[config.mk]
export PLATFORM = sky130hd
export DESIGN_NAME = credit_tx_source
export DESIGN_NICKNAME = d
export VERILOG_FILES = /design/src/rtl/mc_link_pkg.sv /design/src/rtl/credit_tx_source_sync_fifo_stage.sv /design/src/rtl/credit_tx_source.sv
export SDC_FILE = /design/constraint.sdc
export NUM_CORES = 1
export LEC_CHECK = 0
export CAP_MARGIN = 15
export CORE_MARGIN = 4
export CORE_UTILIZATION = 30
export CTS_BUF_LIST = sky130_fd_sc_hd__clkbuf_4 sky130_fd_sc_hd__clkbuf_8 sky130_fd_sc_hd__clkbuf_16
export DETAILED_ROUTE_END_ITERATION = 7
export GPL_ROUTABILITY_DRIVEN = 1
export SLEW_MARGIN = 10
export SYNTH_ARGS = -nofsm -noshare
export SYNTH_HDL_FRONTEND = slang
export SYNTH_SLANG_ARGS = --single-unit
[constraint.sdc]
create_clock -name re_clk -period 5.2 [get_ports re_clk]
set_input_delay 1.04 -clock re_clk [delete_from_list [all_inputs] [get_ports re_clk]]
set_output_delay 1.04 -clock re_clk [all_outputs]
set_load 0.02 [all_outputs]
[src/rtl/mc_link_pkg.sv]
// Shared link definitions for the credit transmitter and the downstream CDC buffer.
// The LINK_* constants size both ends of the link so they cannot drift apart.
package mc_link_pkg;

   typedef enum logic [1:0] {
      HOLD = 2'd0,
      RUN  = 2'd1,
      ERR  = 2'd2
   } tx_state_e;

   localparam int LINK_CREDITS = 16;
   localparam int LINK_WIDTH   = 32;

endpackage

[src/rtl/credit_tx_source_sync_fifo_stage.sv]
// Single-clock staging FIFO with combinational head data.
// The extra pointer bit tells full from empty.
module sync_fifo_stage #(
   parameter int DEPTH = 4,
   parameter int WIDTH = 32
) (
   input  logic             re_clk,
   input  logic             re_reset_n,
   input  logic             i_push,
   input  logic [WIDTH-1:0] i_data,
   input  logic             i_pop,
   output logic             o_full,
   output logic             o_empty,
   output logic [WIDTH-1:0] o_head
);

   localparam int AW = $clog2(DEPTH);

   logic [WIDTH-1:0] r_mem [DEPTH];
   logic [AW:0]      r_wr_ptr;
   logic [AW:0]      r_rd_ptr;

   assign o_empty = (r_wr_ptr == r_rd_ptr);
   assign o_full  = (r_wr_ptr[AW] != r_rd_ptr[AW]) &&
                    (r_wr_ptr[AW-1:0] == r_rd_ptr[AW-1:0]);
   assign o_head  = r_mem[r_rd_ptr[AW-1:0]];

   always_ff @(posedge re_clk or negedge re_reset_n) begin
      if (!re_reset_n) begin
         r_wr_ptr <= '0;
         r_rd_ptr <= '0;
      end else begin
         if (i_push) r_wr_ptr <= r_wr_ptr + 1'b1;
         if (i_pop)  r_rd_ptr <= r_rd_ptr + 1'b1;
      end
   end

   // Storage needs no reset: the pointers alone define what is valid.
   always_ff @(posedge re_clk) begin
      if (i_push) r_mem[r_wr_ptr[AW-1:0]] <= i_data;
   end

endmodule

[src/rtl/credit_tx_source.sv]
// Credit-based transmitter feeding the CDC credit buffer: stages producer words
// and sends them as one-cycle beats only while credits are held.
module credit_tx_source
   import mc_link_pkg::*;
#(
   parameter int CREDITS     = LINK_CREDITS,
   parameter int WIDTH       = LINK_WIDTH,
   parameter int STAGE_DEPTH = 4,
   parameter int HOLD_CYCLES = 4,
   parameter int CNT_W       = $clog2(CREDITS + 1)
) (
   input  logic             re_clk,
   input  logic             re_reset_n,
   input  logic             up_valid,
   input  logic [WIDTH-1:0] up_data,
   output logic             up_ready,
   input  logic             re_credit_pulse,
   output logic             re_valid,
   output logic [WIDTH-1:0] re_data,
   output logic [CNT_W-1:0] credit_count,
   output logic             credit_err
);

   localparam int HW = $clog2(HOLD_CYCLES + 1);

   tx_state_e        r_state, w_state_nxt;
   logic [HW-1:0]    r_hold_cnt;
   logic [CNT_W-1:0] r_credit;
   logic             r_err;
   logic             r_valid;
   logic [WIDTH-1:0] r_data;

   logic             w_full, w_empty, w_push, w_send_en, w_ovf, w_hold_done;
   logic [WIDTH-1:0] w_head;

   assign w_hold_done = (r_hold_cnt == HW'(HOLD_CYCLES - 1));
   assign up_ready    = (r_state == RUN) && !w_full;
   assign w_push      = up_valid && up_ready;
   assign w_send_en   = (r_state == RUN) && !w_empty && (r_credit != '0);
   // A returned credit with nothing leaving and a full count means the far side lost track.
   assign w_ovf       = re_credit_pulse && !w_send_en && (r_credit == CNT_W'(CREDITS));

   sync_fifo_stage #(
      .DEPTH (STAGE_DEPTH),
      .WIDTH (WIDTH)
   ) u_stage (
      .re_clk     (re_clk),
      .re_reset_n (re_reset_n),
      .i_push     (w_push),
      .i_data     (up_data),
      .i_pop      (w_send_en),
      .o_full     (w_full),
      .o_empty    (w_empty),
      .o_head     (w_head)
   );

   always_ff @(posedge re_clk or negedge re_reset_n) begin
      if (!re_reset_n) r_state <= HOLD;
      else             r_state <= w_state_nxt;
   end

   always_comb begin
      w_state_nxt = r_state;
      case (r_state)
         HOLD:    if (w_hold_done) w_state_nxt = RUN;
         RUN:     w_state_nxt = RUN;
         ERR:     w_state_nxt = ERR;
         default: w_state_nxt = HOLD;
      endcase
      if (w_ovf) w_state_nxt = ERR;
   end

   always_ff @(posedge re_clk or negedge re_reset_n) begin
      if (!re_reset_n) begin
         r_hold_cnt <= '0;
      end else if (r_state == HOLD && !w_hold_done) begin
         r_hold_cnt <= r_hold_cnt + 1'b1;
      end
   end

   // Credits keep counting during HOLD so returns racing reset release are not lost.
   always_ff @(posedge re_clk or negedge re_reset_n) begin
      if (!re_reset_n) begin
         r_credit <= CNT_W'(CREDITS);
         r_err    <= 1'b0;
      end else begin
         case ({w_send_en, re_credit_pulse})
            2'b10:   r_credit <= r_credit - CNT_W'(1);
            2'b01:   if (r_credit != CNT_W'(CREDITS)) r_credit <= r_credit + CNT_W'(1);
            default: r_credit <= r_credit;
         endcase
         if (w_ovf) r_err <= 1'b1;
      end
   end

   always_ff @(posedge re_clk or negedge re_reset_n) begin
      if (!re_reset_n) begin
         r_valid <= 1'b0;
         r_data  <= '0;
      end else begin
         r_valid <= w_send_en;
         if (w_send_en) r_data <= w_head;
      end
   end

   assign re_valid     = r_valid;
   assign re_data      = r_data;
   assign credit_count = r_credit;
   assign credit_err   = r_err;

endmodule

==> metrics.csv <==
metric;value;unit
rr_startpoint;u_stage.r_rd_ptr[1];
cp_slowest_cell;dfrtp_2;
fin_nets;458;
gr-total-overflow;0;
drt_iter0_drc;202;
cap_violations;0;
antenna_found_initial;1;
syn_area_per_cell;20.93;µm²
arrival;2600;ps
min_path_type;register to register;
cellInternalPower;2.382;mW
cts_root_buf;clkbuf_16;
status;completed;
clock_path_buffers;2;
ys_types;36;
fp.dieH;159.0;µm
ys_warn_count;0;
cp_num_buf_inv;1;
crit_path_cell_trace;xor2_1 > o311a_1 > clkdlybuf4s50_1;
cp_top_family;flip-flops;
synth_area;0.006844;mm²
crit_path_start_kind;register;
final_common_cell;edfxtp_1;
port_buffers;75;
cts.htree.levels;4;
cts_setup_buffers;0;
cp-startpoint;u_stage.r_rd_ptr[1];
endpoint_kind;primary output;
fmax;0.2747;GHz
start_util;0.3032;
dieArea;0.02529;mm²
clkTransAtPathRegs;70;ps
syn-num-nets;374;
switching_share;0.2272;
grt_max_degree;51;
drtAntennaViolNets;0;
required;4160;ps
wl;12.67;mm
fin_setup_tns;0;ps
area_delta_synth_final;24.17;%
worstHoldStart;r_hold_cnt[0];
tightest_slew;942.4;ps
boundaryPins;76;
synth-main-ff-cell;edfxtp_1;
powerDensity;362.6;mW/mm²
grt_usage;0.1042;
grt_setup_unrepaired;false;
seq_area_frac_synth;0.7446;
p_sw;700.2;µW
min_period;3640;ps
die_w;159.0;µm
cts_resized;0;
clk_latency;420;ps
slew_headroom;0.3717;
gp_congestion;0.6989;
critPathKind;register to primary output;
firstDrtPassIters;6;
mostFrequentLayoutCells;edfxtp_1 (128), clkdlybuf4s50_1 (74), dfrtp_1 (47);
grt_pass1_wl;20.15;mm
wl_per_cell;17.86;µm
drc;0;
vias;3218;
slew_viol_final;0;
num_rows;55;
hold_buffers;0;
ys_seq_elements;178;
drive_above_1_share;0.2524;
cts_sinks;178;
core-area;0.02257;mm²
synth_cells;327;
fillCellCount;2086;
via_per_inst;4.539;
finalCritPeriodShare;0.7000;
dp_hpwl;7.401;mm
post-route-util;0.3765;
seqPwrFrac;0.510;
vdd_drop_max;170.9;µV
diodes;0;
synth_edf_count;128;
first_global_vias;3609;
finalSetupViolCount;0;
power_frac_clock;0.418;
slowest_delay;970;ps
comb_power_share;0.072;
cts_tree;built;
fin_worst_skew;10.46;ps
p_leak;3.032;nW
finalHoldViolations;0;
numCtsBuffers;17;
ys_async_sr_fraction;0.2809;
critPathMaxFanout;35;
## stage by stage
stage / instances / hold WS [ps] / setup WS (ps) / power, mW / cell area [µm²]
2_1_floorplan: 327 / 448.0 / 2496 / 1.712 / 6844
3_3_place_gp: 677 / 462.6 / 1943 / 1.812 / 7898
3_5_place_dp: 677 / 477.7 / 1923 / 1.828 / 7898
4_1_cts: 709 / 488.0 / 1456 / 3.124 / 8498
5_1_grt: 709 / 497.5 / 1381 / 3.210 / 8498
6_report: 709 / 482.6 / 1560 / 3.082 / 8498
## final cells by class
cell class	count	area (µm²)	share of cell area
Tap cell	285	356.6	0.04196
Clock inverter	15	175.2	0.02061
Inverter	8	30.03	0.003534
Sequential cell	178	5099	0.6000
Multi-Input combinational cell	128	1644	0.1935
Clock buffer	17	425.4	0.05006
Timing Repair Buffer	78	768.2	0.09040
## synth_stat cells (2+ instances only)
cell type  count  area [µm²]
edfxtp_1     128        3844
dfrtp_1       49        1226
mux4_2        32       720.7
mux2_2        30       337.8
ha_1          10       125.1
inv_1          8       30.03
xor2_1         8       70.07
mux2_1         6       67.56
and3_1         5       31.28
xnor2_1        5       43.79
buf_4          4       30.03
clkbuf_1       4       15.01
nand2_1        4       15.01
nor2_1         4       15.01
buf_1          3       11.26
mux2i_1        3       30.03
a21oi_1        2       10.01
buf_6          2       22.52
nand2b_1       2       12.51
o2bb2ai_1      2       17.52
## per-layer routing
layer	global-route usage	wire length, µm	vias to the layer above	share of wire
met1	0.1272	5456	1692	0.43
met5	0	11	-	0.00087
met2	0.1735	6529	54	0.52
met4	0.03590	193	2	0.015
li1	-	-	1454	-
met3	0.03572	474	16	0.037
## logic make-up (layout without fill, tap and decap cells)
logic type,Yosys count,count (layout),share of synthesized area
flip-flops,178,178,0.7446
multiplexers,71,71,0.1689
AND/OR/NAND/NOR,21,21,0.01663
buffers and inverters,21,118,0.01590
XOR/XNOR,13,13,0.01664
AO/OA/AOI/OAI,12,12,0.01609
adder cells (fa/ha/maj),11,11,0.02121
## sequential cells by signal, indices dropped and copies added (netlist names), 2 cells and up
| signal | flops |
|---|---|
| u_stage.r_mem | 128 |
| r_hold_cnt | 3 |
| u_stage.r_wr_ptr | 3 |
| u_stage.r_rd_ptr | 3 |
| credit_count | 5 |
| r_state | 2 |
| re_data | 32 |
## final timing paths
check,to,slack (ps),depth (start not counted)
max,up_ready,1560,3
min,r_hold_cnt[0],480,1
max reg2reg,credit_count[4],1920,11
min reg2reg,r_hold_cnt[0],480,1
max in group asynchronous,u_stage.r_rd_ptr[0],3930,2
min in group asynchronous,re_data[5],760,2
## power groups by stage
stage          sequential [mW]  clock, mW  combinational [mW]
6_report                  1.57       1.29               0.223
5_1_grt                   1.57       1.39               0.244
4_1_cts                   1.57       1.33               0.226
3_5_place_dp              1.60          0               0.226
3_3_place_gp              1.60          0               0.214
2_1_floorplan             1.62          0              0.0894
## worst reg2reg max path, delay by kind of cell (launching register included)
family	cells	cell delay, ps
flops	1	970
mux	1	90
compound gates	2	480
xor+xnor	2	410
simple gates	4	760
buf+inv	1	90
fa+ha+maj	1	410
Power figures use the tool's default switching activity.
